$ cat src/rtl/ritc_dac_pkg.sv
// Shared types and constants for the RITC serial DAC loader.
package ritc_dac_pkg;

    localparam int DAC_WORD_W       = 16;
    localparam int NUM_DACS_DEFAULT = 16;

    typedef enum logic [2:0] {
        ST_IDLE,
        ST_FETCH,
        ST_SETUP,
        ST_HIGH,
        ST_LATCH
    } dac_state_e;

endpackage

$ cat src/rtl/ritc_dac_shadow_ram.sv
// Shadow copy of every DAC word in the chain: one write port, one registered read port.
// A same-cycle write to the address being read is forwarded, so a freshly loaded word is seen at once.
module ritc_dac_shadow_ram
    import ritc_dac_pkg::*;
#(
    parameter int DEPTH = NUM_DACS_DEFAULT,
    parameter int AW    = $clog2(DEPTH)
) (
    input  logic                  clk_i,
    input  logic                  rst_ni,
    input  logic                  we_i,
    input  logic [AW-1:0]         waddr_i,
    input  logic [DAC_WORD_W-1:0] wdata_i,
    input  logic [AW-1:0]         raddr_i,
    output logic [DAC_WORD_W-1:0] rdata_o
);

    logic [DAC_WORD_W-1:0] mem_q [DEPTH];
    logic [DAC_WORD_W-1:0] rdata_q;

    always_ff @(posedge clk_i or negedge rst_ni) begin
        if (!rst_ni) begin
            for (int i = 0; i < DEPTH; i++) begin
                mem_q[i] <= '0;
            end
            rdata_q <= '0;
        end else begin
            if (we_i) begin
                mem_q[waddr_i] <= wdata_i;
            end
            if (we_i && (waddr_i == raddr_i)) begin
                rdata_q <= wdata_i;
            end else begin
                rdata_q <= mem_q[raddr_i];
            end
        end
    end

    assign rdata_o = rdata_q;

endmodule

$ cat src/rtl/ritc_dac_loader.sv
// Loads DAC words into a shadow RAM and, on request, shifts the whole RAM MSB-first
// into the RITC serial DAC chain (highest index first), then pulses DAC_LATCH.
module ritc_dac_loader
    import ritc_dac_pkg::*;
#(
    parameter int NUM_DACS  = NUM_DACS_DEFAULT,
    parameter int CLK_DIV   = 4,
    parameter int LATCH_LEN = 2
) (
    input  logic                  CLK,
    input  logic                  RST_N,
    input  logic [DAC_WORD_W-1:0] value_i,
    input  logic [7:0]            addr_i,
    input  logic                  load_i,
    input  logic                  update_i,
    output logic                  updating_o,
    output logic                  DAC_SCLK,
    output logic                  DAC_DIN,
    output logic                  DAC_LATCH
);

    localparam int IDX_W = $clog2(NUM_DACS);
    localparam int DIV_W = (CLK_DIV > 1) ? $clog2(CLK_DIV) : 1;
    localparam int LAT_W = (LATCH_LEN > 1) ? $clog2(LATCH_LEN) : 1;

    localparam logic [IDX_W-1:0] LAST_IDX = IDX_W'(NUM_DACS - 1);
    localparam logic [DIV_W-1:0] DIV_MAX  = DIV_W'(CLK_DIV - 1);
    localparam logic [LAT_W-1:0] LAT_MAX  = LAT_W'(LATCH_LEN - 1);

    dac_state_e            state_q;
    logic [IDX_W-1:0]      word_idx_q;
    logic [3:0]            bit_cnt_q;
    logic [DIV_W-1:0]      div_q;
    logic [LAT_W-1:0]      lat_q;
    logic [DAC_WORD_W-1:0] shreg_q;
    logic                  updating_q;
    logic                  sclk_q;
    logic                  din_q;
    logic                  latch_q;

    logic                  idle;
    logic                  load_ok;
    logic                  div_done;
    logic                  word_done;
    logic [IDX_W-1:0]      rd_idx_d;
    logic [DAC_WORD_W-1:0] rdata;

    assign idle      = (state_q == ST_IDLE);
    assign load_ok   = idle && load_i && ({24'd0, addr_i} < NUM_DACS);
    assign div_done  = (div_q == DIV_MAX);
    assign word_done = (state_q == ST_HIGH) && div_done && (bit_cnt_q == 4'd15);

    // The read is issued one cycle ahead of FETCH so the word is waiting there:
    // from IDLE for the first word, from the last HIGH cycle for the rest.
    assign rd_idx_d = (word_done && (word_idx_q != '0)) ? (word_idx_q - IDX_W'(1)) : word_idx_q;

    ritc_dac_shadow_ram #(
        .DEPTH (NUM_DACS),
        .AW    (IDX_W)
    ) u_shadow (
        .clk_i   (CLK),
        .rst_ni  (RST_N),
        .we_i    (load_ok),
        .waddr_i (addr_i[IDX_W-1:0]),
        .wdata_i (value_i),
        .raddr_i (rd_idx_d),
        .rdata_o (rdata)
    );

    always_ff @(posedge CLK or negedge RST_N) begin
        if (!RST_N) begin
            state_q    <= ST_IDLE;
            word_idx_q <= LAST_IDX;
            bit_cnt_q  <= '0;
            div_q      <= '0;
            lat_q      <= '0;
            shreg_q    <= '0;
            updating_q <= 1'b0;
            sclk_q     <= 1'b0;
            din_q      <= 1'b0;
            latch_q    <= 1'b0;
        end else begin
            unique case (state_q)
                ST_IDLE: begin
                    if (update_i) begin
                        state_q    <= ST_FETCH;
                        updating_q <= 1'b1;
                    end
                end
                ST_FETCH: begin
                    shreg_q <= rdata;
                    din_q   <= rdata[DAC_WORD_W-1];
                    div_q   <= '0;
                    state_q <= ST_SETUP;
                end
                ST_SETUP: begin
                    if (div_done) begin
                        div_q   <= '0;
                        sclk_q  <= 1'b1;
                        state_q <= ST_HIGH;
                    end else begin
                        div_q <= div_q + DIV_W'(1);
                    end
                end
                ST_HIGH: begin
                    if (div_done) begin
                        div_q     <= '0;
                        sclk_q    <= 1'b0;
                        shreg_q   <= shreg_q << 1;
                        bit_cnt_q <= bit_cnt_q + 4'd1;
                        if (bit_cnt_q == 4'd15) begin
                            din_q <= 1'b0;
                            if (word_idx_q == '0) begin
                                lat_q   <= '0;
                                latch_q <= 1'b1;
                                state_q <= ST_LATCH;
                            end else begin
                                word_idx_q <= word_idx_q - IDX_W'(1);
                                state_q    <= ST_FETCH;
                            end
                        end else begin
                            din_q   <= shreg_q[DAC_WORD_W-2];
                            state_q <= ST_SETUP;
                        end
                    end else begin
                        div_q <= div_q + DIV_W'(1);
                    end
                end
                ST_LATCH: begin
                    if (lat_q == LAT_MAX) begin
                        latch_q    <= 1'b0;
                        updating_q <= 1'b0;
                        word_idx_q <= LAST_IDX;
                        state_q    <= ST_IDLE;
                    end else begin
                        lat_q <= lat_q + LAT_W'(1);
                    end
                end
                default: begin
                    state_q <= ST_IDLE;
                end
            endcase
        end
    end

    assign updating_o = updating_q;
    assign DAC_SCLK   = sclk_q;
    assign DAC_DIN    = din_q;
    assign DAC_LATCH  = latch_q;

endmodule

$ cat config.mk
export PLATFORM = sky130hd
export DESIGN_NAME = ritc_dac_loader
export DESIGN_NICKNAME = d
export VERILOG_FILES = /design/src/rtl/ritc_dac_pkg.sv /design/src/rtl/ritc_dac_shadow_ram.sv /design/src/rtl/ritc_dac_loader.sv
export SDC_FILE = /design/constraint.sdc
export NUM_CORES = 1
export LEC_CHECK = 0
export BUFFER_PORTS_ARGS = -buffer_cell sky130_fd_sc_hd__buf_4
export CAP_MARGIN = 20
export CORE_AREA = 2 2 156 273
export CTS_BUF_LIST = sky130_fd_sc_hd__clkbuf_2 sky130_fd_sc_hd__clkbuf_4 sky130_fd_sc_hd__clkbuf_8
export CTS_CLUSTER_SIZE = 14
export DETAILED_ROUTE_END_ITERATION = 10
export DIE_AREA = 0 0 158 275
export PLACE_DENSITY = 0.52
export RECOVER_POWER = 100
export REMOVE_ABC_BUFFERS = 1
export SLEW_MARGIN = 20
export SYNTH_ARGS = -nofsm -noshare
export SYNTH_HDL_FRONTEND = slang
export SYNTH_SLANG_ARGS = --single-unit
$ cat constraint.sdc
create_clock -name CLK -period 5.7 [get_ports CLK]
set_input_delay 0.285 -clock CLK [delete_from_list [all_inputs] [get_ports CLK]]
set_output_delay 0.285 -clock CLK [all_outputs]
set_load 0.01 [all_outputs]
# Word level (Yosys, flattened, before mapping)
# Cells that the tools add are included.
[word_totals]
romBits = 0
ramBits = 0
output_inout_bits = 4
memories = 0
register_bits = 305
input_bits = 28
latch_bits = 0
[op_classes]
shifts = 0
eq_ne = 14
n_mul = 0
n_lt_le_gt_ge = 4
n_mux = 42
bitwise_logic = 2
n_div = 0
n_reduce_logical = 24
addsub = 4
[ops]
columns = ["cell", "n"]
rows = [
  ["$bwmux 256", 1],
  ["$bmux 16 s4", 1],
  ["$demux 16 s4", 1],
  ["$mux 16", 4],
  ["$pmux 15 s2", 1],
  ["$mux 4", 5],
  ["$mux 3", 6],
  ["$mux 15", 1],
  ["$pmux 3 s5", 1],
  ["$mux 1", 13],
  ["$ge 5x5->1 const B", 2],
  ["$ne 2x2->1 const B", 5],
  ["$not 4->5", 2],
  ["$pmux 1 s2", 5],
  ["$reduce_and 5->1", 2],
  ["$reduce_bool 2->1", 5],
  ["$lt 8x5->1 const B", 1],
  ["$pmux 4 s2", 1],
  ["$reduce_and 4->1", 2],
  ["$logic_and 1x1->1", 7],
  ["$eq 3x2->1 const B", 2],
  ["$reduce_and 3->1", 2],
  ["$lt 5x1->1 const B", 1],
  ["$add 4x1->4 const B", 1],
  ["16 further kinds", 18],
]

# Logic depth before layout (Yosys ltp)
# Gate-level depths: netlist (run 1).
[depth]
ltp_word = 10
depth_mapped = 15
depth_no_buf = 9

# Hierarchy
# From an unflattened synthesis (run 1), not the netlist that was laid out.
[unflattened]
cells_unflattened = 911
hier_area_um2 = 14079.8
[by_module_without_submodules]
columns = ["module", "area_per_inst_um2", "instances", "cells_each"]
rows = [
  ["ritc_dac_shadow_ram", 12280.5, 1, 745],
  ["ritc_dac_loader", 1799.2, 1, 166],
]

# Least setup slack after synthesis (run 1)
# OpenSTA, ideal clock, no wires.
[synth_path]
path_type = "register to register"
from = "register word_idx_q[0]"
to = "register u_shadow.rdata_q[10], in the netlist u_shadow.rdata_o[10]"
setup_ns = 0.125
required_time_ns = 5.575
path_stages_with_launch = 16
arrival_time_ns = 3.643
path_slack_ns = 1.932
period_less_slack_ns = 3.768
path_buffers = 6
path_cell_list = "dfstp_2 -> clkbuf_1 -> inv_1 -> clkbuf_1 -> clkbuf_1 -> ha_1 -> buf_2 -> nor3b_2 -> nor3_4 -> xnor2_1 -> buf_6 -> buf_2 -> mux2i_1 -> a221oi_1 -> or4_1 -> mux2_2"
[synth_via]
elab_chain_cells = 8
word_cells_on_any_way = 11
cone_classes = "1 x add/sub; 1 x eq/ne; 5 x mux; 1 x bitwise; 3 x reduce/logical"
[synth_rtl]
columns = ["item", "line", "text"]
rows = [
  ["from (decl)", "ritc_dac_loader.sv:31", "logic [IDX_W-1:0] word_idx_q;"],
  ["from (signal assigned)", "ritc_dac_loader.sv:118", "word_idx_q <= word_idx_q - IDX_W'(1);"],
  ["parallel branches: the longest is 2 deep, another holds $sub 4x1->4", "--", ""],
  ["$mux 4 (*)", "ritc_dac_loader.sv:55", "assign rd_idx_d = (word_done && (word_idx_q != '0)) ? (word_idx_q - IDX_W'(1)) : word_idx_q;"],
  ["$not 4->5 (not written as such)", "ritc_dac_shadow_ram.sv:34", "rdata_q <= mem_q[raddr_i];"],
  ["$bmux 16 s4", "ritc_dac_shadow_ram.sv:34", ""],
  ["$mux 16 (not written as such) (2 in series)", "ritc_dac_shadow_ram.sv:34", ""],
  ["$mux 16 (*)", "ritc_dac_shadow_ram.sv:31", "if (we_i && (waddr_i == raddr_i)) begin"],
  ["to (signal assigned)", "ritc_dac_shadow_ram.sv:32", "rdata_q <= wdata_i;"],
  ["to (signal assigned)", "ritc_dac_shadow_ram.sv:34", ""],
  ["to (decl)", "ritc_dac_shadow_ram.sv:19", "logic [DAC_WORD_W-1:0] rdata_q;"],
]
# Every way passes the cells marked *. The select of a mux whose other input is x is not followed.
# A chain may end at the register's enable or synchronous reset.

# Worst setup path in the final report (run 1)
[layout_path]
from = "register word_idx_q[1]"
to = "register u_shadow.rdata_q[10], in the netlist u_shadow.rdata_o[10]"
# The elaborated chain is that of the path after synthesis.

==> results of run 1 <==
critical path, stage by stage, from the launching register on:
cell and delay, ns:
dfstp_2 0.65, inv_1 0.12, ha_1 0.30, nor3b_1 0.26
nor3_1 0.91, xnor2_1 0.33, buf_4 0.57, mux2i_1 0.26
o22ai_1 0.12, or4_1 0.54, mux2_2 0.28
layout make-up:
type                    instances  area, sq um
flip-flops and latches        305         7640
clock inverters                 5         77.6
diodes                          1         2.50
clock buffers                  74          931
multi-input cells             692         6230
well taps                     555          694
fillers                      4050        25300
inverters                       7         26.3
repair buffers                 66          478
metrics by stage:
stage / instance area [sq um] / util / hold slack, ns / TNS (ns) / worst slack, ns
final: 16100 / 0.389 / 0.0862 / 0 / 1.20
after global placement: 15200 / 0.367 / 0.379 / 0 / 1.72
after detailed placement: 15200 / 0.367 / 0.386 / 0 / 1.67
after floorplan: 13900 / - / -0.0106 / -70.51 / -4.42
after CTS: 16200 / 0.392 / 0.0500 / 0 / 1.63
after global routing: 16100 / 0.389 / 0.0811 / 0 / 0.854
flip-flops by register name (all words and copies together), names as in the netlist:
signal / count
u_shadow.mem_q: 256
updating_o: 1
word_idx_q: 4
DAC_SCLK: 1
lat_q: 1
shreg_q: 15
bit_cnt_q: 4
state_q: 3
div_q: 2
DAC_LATCH: 1
DAC_DIN: 1
u_shadow.rdata_o: 16
cells by family after synthesis:
kind of cell,share of synthesized area
flip-flops,0.535
buffers and inverters,0.0291
adder cells (fa/ha/maj),0.00263
XOR/XNOR,0.00676
AND/OR/NAND/NOR,0.0542
AO/OA/AOI/OAI,0.0802
multiplexers,0.292
how the worst max path moves through the flow:
stage                     slack, ns                   end  cells past startpoint
after floorplan               -4.42   u_shadow.rdata_o[0]                      9
after global placement         1.72  u_shadow.rdata_o[14]                      9
after detailed placement       1.67  u_shadow.rdata_o[14]                      9
after CTS                      1.63  u_shadow.rdata_o[14]                      9
after global routing           0.85  u_shadow.rdata_o[10]                     10
final                          1.20  u_shadow.rdata_o[10]                     10
cells in the final DEF, fill, tap and decap left out, types with 7 or more instances in the layout:
master	instances
clkbuf_1	14
a221oi_1	15
xnor2_1	9
nor2b_1	31
inv_1	7
nor2_1	17
o221ai_1	30
or4_1	16
a21oi_1	7
dfrtp_1	301
buf_4	46
mux2i_1	105
a2111oi_0	15
nand3_1	7
mux2_2	271
nor3_1	10
o22ai_1	46
o21ai_0	24
nand2_1	35
clkbuf_8	60
clkbuf_4	14
layer usage:
metal | routed length (um) | up-vias
met3 | 1580 | 82
li1 | - | 4122
met5 | 0 | -
met4 | 1680 | 0
met2 | 20800 | 165
met1 | 15400 | 4839
timing repair:
| item | CTS | global route |
|---|---|---|
| hold buffers | 2 | 0 |
| gates resized for setup | 0 | 0 |
| hold endpoints to repair | 97 | 0 |
power groups by stage:
stage	registers [uW]	logic [uW]	clock network, uW
after global placement	2290	276	0
after detailed placement	2290	284	0
final	2250	259	1980
after global routing	2260	299	2120
after floorplan	2280	123	0
after CTS	2250	285	2040
==> key figures, run 1 <==
Run status
  • Status: complete, but fails checks
  • Violated checks: capacitance limit, slew limit

Timing
  • # setup viols final: 0
  • Slew margin rel.: -1.19
  • Worst Skew: 0.0211 ns
  • Fmax: 222 MHz
  • RSZ-0062 raised after global routing: no
  • Fin. max-slew vios: 291
  • Final worst path period share: 0.790
  • Min Tclk post-route: 4.50 ns
  • Worst Tran Pin Value: 3.24 ns
  • Endpoints failing hold: 0

Logic synthesis
  • Async set or reset register ratio after synthesis: 1.00
  • Post-synthesis sequential area ratio: 0.535
  • Number of flops mapped to enable cells by yosys: 0
  • Synth area leaders: dfrtp_1, mux2_2, mux2i_1
  • Synth top area share: 0.528
  • Cell Area, Synth: 0.0143 sq mm
  • Ys flop type: dfrtp_1
  • Count leader, synth: dfrtp_1
  • Synth cell types: 49
  • #FFs+latches synth: 305
  • Cells after Synth: 1092
  • Yosys top cell by area: dfrtp_1
  • Top cell types by occurrence after synthesis: dfrtp_1, mux2_2, mux2i_1
  • Yosys warnings: 0
  • Synthesized area per cell: 13.1 sq um

Worst setup path
  • Reg2Reg Depth: 10
  • CP Class: reg -> reg
  • Worst setup EP type: flip-flop
  • CP Data Required Time: 6.15 ns
  • Beginning of the critical path: word_idx_q[1]
  • Worst Path Max Fanout: 32
  • Reg2Reg Setup Slack: 1.20 ns
  • Worst r2r dst: u_shadow.rdata_o[10]
  • Worst reg2reg startpoint: word_idx_q[1]
  • Startpoint types: flip-flop
  • Worst Path Arrival: 4.95 ns

Power
  • Maximum VDD drop: 0.143 mV
  • Pwr dens: 279 mW/mm^2
  • Total power: 4490 uW
  • Net Sw Power: 1080 uW
  • Switch share: 0.240
  • Combinational Power Share: 0.058
  • Reg power frac: 0.502
  • Internal: 3410 uW
  • Clock share of power: 0.440
  • LEAKAGE: 0.00802 uW

Routing
  • DR vias/cell: 5.40
  • Avg WL per Cell: 23.1 um
  • DR iter-0 viols: 541
  • Drt drc: 0
  • Detail Route Antenna Nets: 0
  • Drt pass-1 iters: 5
  • Via count: 9208
  • Total Wirelength: 39400 um

Layout
  • Final Non-Filler Cells: 1705
  • Layout area overhead: 12.7%
  • Final #Nets: 1149
  • Layout cells sized above 1: 0.362

Clock tree
  • TritonCTS clock tree: done
  • CTS Buffer Depth: 3
  • CTS Buf Count: 46
  • Setup repair bufs after CTS: 0
  • H-tree depth: 2
  • Root Buffer: clkbuf_8
  • Clk sinks: 305
  • Clk pin slew, worst setup/hold paths: 0.07 ns
  • Worst-skew pair later-pin latency: 0.59 ns

Die
  • Initial core utilization: 0.345
  • Area of the die: 0.0435 sq mm
  • # rows: 99
  • I/O pins: 32
  • Core area: 0.0414 sq mm
  • Die Y: 275 um
  • Die W: 158 um

Global routing
  • Largest net degree at the start of global routing: 139
  • Met1 track utilization from global routing: 0.212
  • GRT Residual Overflow: 0
  • Global-route track usage on met2: 0.335
  • Global routing's busiest layer: met2
  • GR Util All Layers: 0.186
  • Met3 Resource Use GR: 0.0332
  • Vias in the first global route: 9690
  • First-pass GRT wire length: 60000 um
  • Initial antenna violation count: 1

Placed design
  • Number of placed cells counting well taps: 1623
  • Routability cong.: 0.796
  • DP Wirelength: 24200 um
  • I/O Buffers: 31

Worst hold path
  • Worst min path class: in -> reg
  • WHS Path Cells: 2
  • Hold Path End: u_shadow.mem_q[27]
  • HP Start: value_i[11]

Job
  • Max Cap Violations: 13
No activity file was read; power rests on OpenSTA's default activity.
==> run 2, diff against run 1 <==
- PLACE_DENSITY: 0.52 -> 0.54
- clock period: 5.7 -> 4.1 ns (I/O delays scaled with it)
==> key figures, run 2 (synthesis results as in run 1) <==
Layout
  • Filler Cells Inserted: 4030 (-0.49%)
  • Layout cells sized above 1: 0.358 (-0.00455)
  • Commonest cells after routing, fill and taps aside: dfrtp_1, mux2_2, mux2i_1
  • Reg with most FFs: u_shadow.mem_q
  • Most common cell after layout, fill and taps aside: dfrtp_1
  • Layout Utilization: 0.393 (+0.00411)
  • Final #Nets: 1173 (+2.1%)
  • FF/Latch Area: 0.00764 sq mm (unchanged)
  • Area of the multi-input gates: 0.00625 sq mm (+0.38%)
  • Largest register FFs: 256 (unchanged)
  • Layout area overhead: 13.9%

Routing
  • DR vias/cell: 5.45 (+0.85%)
  • Drt pass-1 iters: 5 (unchanged)
  • Total Wirelength: 39600 um (+0.54%)
  • Drt drc: 0 (unchanged)
  • Detail Route Antenna Nets: 0 (unchanged)
  • DR iter-0 viols: 538 (-0.55%)
  • Via count: 9412 (+2.2%)
  • Avg WL per Cell: 22.9 um (-0.80%)

Global routing
  • GRT Residual Overflow: 0 (unchanged)
  • GR Util All Layers: 0.186 (+0.000606)
  • Vias in the first global route: 9809 (+1.2%)
  • Largest net degree at the start of global routing: 94 (-32%)
  • Initial antenna violation count: 1 (unchanged)
  • First-pass GRT wire length: 60300 um (+0.47%)

Clock tree
  • Clk sinks: 305 (unchanged)
  • Worst-skew pair later-pin latency: 0.58 ns (about the same)
  • TritonCTS clock tree: done
  • Root Buffer: clkbuf_8
  • Post-CTS resize count: 0 (unchanged)
  • H-tree depth: 2 (unchanged)
  • Clk pin slew, worst setup/hold paths: 0.07 ns (about the same)
  • CTS Buffer Depth: 3 (unchanged)
  • CTS Buf Count: 46 (unchanged)

Worst setup path
  • CP Data Required Time: 4.57 ns (-1.58 ns)
  • Startpoint types: flip-flop
  • Reg2Reg Depth: 11 (+1)
  • Reg2Reg Setup Slack: 0.41 ns (-0.79 ns)
  • Worst setup EP type: flip-flop
  • Worst Path Arrival: 4.16 ns (-0.79 ns)
  • Worst reg2reg startpoint: word_idx_q[1]
  • Worst Path Max Fanout: 16 (-50%)
  • CP Class: reg -> reg
  • Worst r2r dst: u_shadow.rdata_o[1]

Die
  • Area of the die: 0.0435 sq mm (unchanged)
  • Die Y: 275 um (unchanged)
  • I/O pins: 32 (unchanged)
  • Core area: 0.0414 sq mm (unchanged)
  • # rows: 99 (unchanged)
  • Initial core utilization: 0.345 (unchanged)
  • Die W: 158 um (unchanged)

Worst hold path
  • Worst min path class: in -> reg
  • Hold Path End: u_shadow.mem_q[74]
  • WHS Path Cells: 4 (+2)
  • HP Start: addr_i[3]

Timing
  • Worst Skew: 0.0227 ns (+0.00158 ns)
  • Fin. max-slew vios: 227 (-22%)
  • RSZ-0062 raised after global routing: no
  • Slew margin rel.: -0.648 (+0.537)
  • Total negative slack: 0 ns (unchanged)
  • Min Tclk post-route: 3.69 ns (-0.814 ns)
  • Endpoints failing hold: 0 (unchanged)
  • Worst Tran Pin Value: 2.47 ns (-0.772 ns)
  • # setup viols final: 0 (unchanged)
  • Fmax: 271 MHz (+22%)
  • Final worst path period share: 0.899 (+0.110)

Run status
  • Violated checks: capacitance limit, slew limit
  • Status: complete, but fails checks

Power
  • Pwr dens: 382 mW/mm^2 (+37%)
  • Total power: 6210 uW (+38%)
  • LEAKAGE: 0.00813 uW (+1.4%)
  • Maximum VDD drop: 0.193 mV (+35%)

Placed design
  • I/O Buffers: 31 (unchanged)
  • Routability cong.: 0.807 (+1.4%)
  • DP Wirelength: 24000 um (-0.87%)

Job
  • Max Cap Violations: 9 (-4)
## run 2: cell types whose count changed in the layout (fill, tap and decap cells not counted), sizes merged
cell,previous run,this run
buf,49,46
clkbuf,89,97
clkinv,2,4
clkinvlp,1,0
dlygate4sd3,2,18
inv,7,8
## run 2: area by class of cell
class | count | area share
well taps | 555 | 0.0427
clock buffers | 71 | 0.0548
clock inverters | 7 | 0.00547
inverters | 7 | 0.00162
diodes | 1 | 0.000154
multi-input cells | 692 | 0.385
repair buffers | 90 | 0.0403
flip-flops and latches | 305 | 0.470
## run 2: how the worst max path moves through the flow
stage                              from             endpoint  cells past startpoint
final                     word_idx_q[1]  u_shadow.rdata_o[1]                     11
after global routing      word_idx_q[1]  u_shadow.rdata_o[1]                     12
after CTS                      div_q[0]  u_shadow.rdata_o[1]                      9
after detailed placement       div_q[0]  u_shadow.rdata_o[1]                      9
after global placement         div_q[0]  u_shadow.rdata_o[1]                      9
after floorplan           word_idx_q[0]  u_shadow.rdata_o[0]                      9
## run 2: where the power goes
part	leakage, uW	switching, uW	internal (uW)
Combinational	0.00339	252	124
Clock	0.000523	1200	1500
Sequential	0.00422	53.4	3080
## run 2: layer usage
metal	vias up	GRT usage	wire, um
met5	-	0	0
met4	0	0.0963	2090
met3	104	0.0258	1310
met2	211	0.334	20600
met1	4921	0.214	15600
li1	4176	-	-
## run 2: timing repair
item                       in CTS  in global routing
setup endpoints to repair       0                  0
hold buffers                   18                  0
hold endpoints to repair      336                  0
buffers inserted                0                  0
## run 2: through the flow
stage	hold slack, ns	area [sq um]	cells	setup slack, ns
floorplan	-0.0906	13900	1004	-6.02
global route	0.299	16200	1728	0.214
detailed placement	0.281	15200	1631	0.646
finish	0.304	16200	1728	0.413
CTS	0.229	16400	1727	0.623
global placement	0.278	15200	1631	0.636
## run 2: critical path, cell delays in order (launching register included)
cell and delay, ns:
dfstp_1 0.74, inv_1 0.17, ha_1 0.22, clkbuf_1 0.23
or3b_1 0.24, nand3_1 0.21, o21a_1 0.28, o211ai_1 0.09
buf_4 0.38, o22ai_1 0.18, or4_1 0.56, mux2_2 0.28
==> run 3, diff against run 2 <==
- SETUP_SLACK_MARGIN: not set -> 0.5
==> key figures, run 3 (synthesis results as in run 1) <==
Power
  • Maximum VDD drop: 0.194 mV (+0.48%)
  • Pwr dens: 382 mW/mm^2 (about the same)
  • Switch share: 0.243 (about the same)
  • Combinational Power Share: 0.061 (about the same)
  • Net Sw Power: 1510 uW (about the same)
  • Total power: 6210 uW (about the same)
  • Reg power frac: 0.504 (about the same)
  • Clock share of power: 0.435 (about the same)
  • LEAKAGE: 0.00814 uW (about the same)
  • Internal: 4700 uW (about the same)

Global routing
  • Global routing's busiest layer: met2
  • GRT Residual Overflow: 0 (unchanged)
  • GR Util All Layers: 0.186 (unchanged)
  • Vias in the first global route: 9809 (unchanged)
  • Met1 track utilization from global routing: 0.214 (unchanged)
  • Met3 Resource Use GR: 0.0258 (unchanged)
  • Global-route track usage on met2: 0.334 (unchanged)
  • Largest net degree at the start of global routing: 94 (unchanged)
  • First-pass GRT wire length: 60300 um (unchanged)
  • Initial antenna violation count: 1 (unchanged)

Routing
  • Detail Route Antenna Nets: 0 (unchanged)
  • Drt drc: 0 (unchanged)
  • Via count: 9406 (-0.064%)
  • Total Wirelength: 39500 um (-0.37%)
  • DR vias/cell: 5.44 (about the same)
  • DR iter-0 viols: 519 (-3.5%)
  • Drt pass-1 iters: 4 (-1)
  • Avg WL per Cell: 22.8 um (-0.37%)

Clock tree
  • TritonCTS clock tree: done
  • Setup repair bufs after CTS: 0 (unchanged)
  • Worst-skew pair later-pin latency: 0.59 ns (about the same)
  • CTS Buffer Depth: 3 (unchanged)
  • H-tree depth: 2 (unchanged)
  • Clk pin slew, worst setup/hold paths: 0.06 ns (about the same)
  • Root Buffer: clkbuf_8
  • Clk sinks: 305 (unchanged)
  • CTS Buf Count: 46 (unchanged)

Worst setup path
  • Worst reg2reg startpoint: state_q[1]
  • Worst Path Max Fanout: 10 (-6)
  • Startpoint types: flip-flop
  • Worst Path Arrival: 4.06 ns (-0.10 ns)
  • CP Data Required Time: 4.56 ns (about the same)
  • CP Class: reg -> reg
  • Worst setup EP type: flip-flop
  • Beginning of the critical path: state_q[1]

Timing
  • WHS: 0.299 ns (-0.00451 ns)
  • Min Tclk post-route: 3.60 ns (-0.0879 ns)
  • Final worst path period share: 0.878 (-0.0214)
  • RSZ-0062 raised after global routing: no
  • Worst Tran Pin Value: 2.47 ns (+0.000233 ns)
  • Total negative slack: 0 ns (unchanged)
  • Fmax: 278 MHz (+2.4%)
  • # setup viols final: 0 (unchanged)
  • Worst Skew: 0.0253 ns (+0.00265 ns)
  • Slew margin rel.: -0.648 (about the same)
  • Endpoints failing hold: 0 (unchanged)
  • Fin. max-slew vios: 227 (unchanged)

Layout
  • Final #Nets: 1173 (unchanged)
  • Largest register FFs: 256 (unchanged)
  • Final Non-Filler Cells: 1728 (unchanged)
  • Area of the multi-input gates: 0.00626 sq mm (about the same)
  • Fin area: 0.0163 sq mm (about the same)
  • Layout area overhead: 14.0% (about the same)
  • Reg with most FFs: u_shadow.mem_q
  • FF/Latch Area: 0.00764 sq mm (unchanged)
  • Commonest cells after routing, fill and taps aside: dfrtp_1, mux2_2, mux2i_1
  • Most common cell after layout, fill and taps aside: dfrtp_1
  • Filler Cells Inserted: 4030 (unchanged)
  • Layout cells sized above 1: 0.359 (+0.00171)

Die
  • Area of the die: 0.0435 sq mm (unchanged)
  • Core area: 0.0414 sq mm (unchanged)
  • I/O pins: 32 (unchanged)
  • # rows: 99 (unchanged)
  • Initial core utilization: 0.345 (unchanged)
  • Die Y: 275 um (unchanged)
  • Die W: 158 um (unchanged)

Run status
  • Status: complete, but fails checks
  • Violated checks: capacitance limit, slew limit

Placed design
  • DP Area: 0.0152 sq mm (unchanged)
  • Number of placed cells counting well taps: 1631 (unchanged)
  • DP Wirelength: 24000 um (unchanged)
  • I/O Buffers: 31 (unchanged)
  • Routability cong.: 0.807 (unchanged)

Job
  • Max Cap Violations: 9 (unchanged)

Worst hold path
  • Worst min path class: in -> reg
  • HP Start: addr_i[3]
==> run 3: changes by cell type in the layout (fill, tap and decap cells not counted), sizes merged <==
cell | previous run | this run
buf | 46 | 47
clkbuf | 97 | 96
==> run 3: what timing repair did <==
item,CTS,global route
setup endpoints to repair,0,15
hold endpoints to repair,336,0
gates resized for setup,0,3
hold buffers,18,0
==> run 3: layer usage <==
| layer | vias to the layer above | share of wire |
|---|---|---|
| met2 | 216 | 0.52 |
| met4 | 0 | 0.054 |
| met5 | - | 0 |
| li1 | 4181 | - |
| met3 | 107 | 0.034 |
| met1 | 4902 | 0.39 |
==> run 3: power by group through the flow <==
stage                     Clock [uW]  Combinational, uW  Sequential, uW
after global placement             0                378            3180
final                           2700                376            3130
after detailed placement           0                383            3180
after floorplan                    0                171            3180
after global routing            2910                430            3140
after CTS                       2790                398            3130
==> run 3: metrics by stage <==
step | util | worst slack, ns
6_report | 0.393 | 0.501
4_1_cts | 0.396 | 0.623
3_5_place_dp | 0.368 | 0.646
5_1_grt | 0.393 | 0.313
2_1_floorplan | - | -6.02
3_3_place_gp | 0.368 | 0.636
==> run 3: worst paths after layout <==
check | end | slack, ns | cells past startpoint
worst max-delay path | u_shadow.mem_q[35] | 0.50 | 7
worst min-delay path | u_shadow.mem_q[74] | 0.30 | 4
worst max register to register | u_shadow.mem_q[35] | 0.50 | 7
worst min register to register | DAC_SCLK | 0.48 | 2
max in group asynchronous | state_q[2] | 1.05 | 3
min in group asynchronous | u_shadow.mem_q[33] | 0.89 | 2
==> run 3: final cells by class <==
cell class                      count  share of cell area
Clock inverter                      7             0.00546
Tap cell                          555              0.0427
Timing Repair Buffer               90              0.0405
Inverter                            7             0.00162
Antenna cell                        1            0.000154
Sequential cell                   305               0.470
Clock buffer                       71              0.0547
Multi-Input combinational cell    692               0.385
==> run 3: worst max-delay path, stage by stage (launching register included) <==
cell,delay [ns]
dfrtp_1,0.49
nor2_1,0.37
nand3_1,0.26
inv_1,0.15
nand3b_1,0.19
nor2_1,0.82
clkbuf_1,0.78
mux2_2,0.42
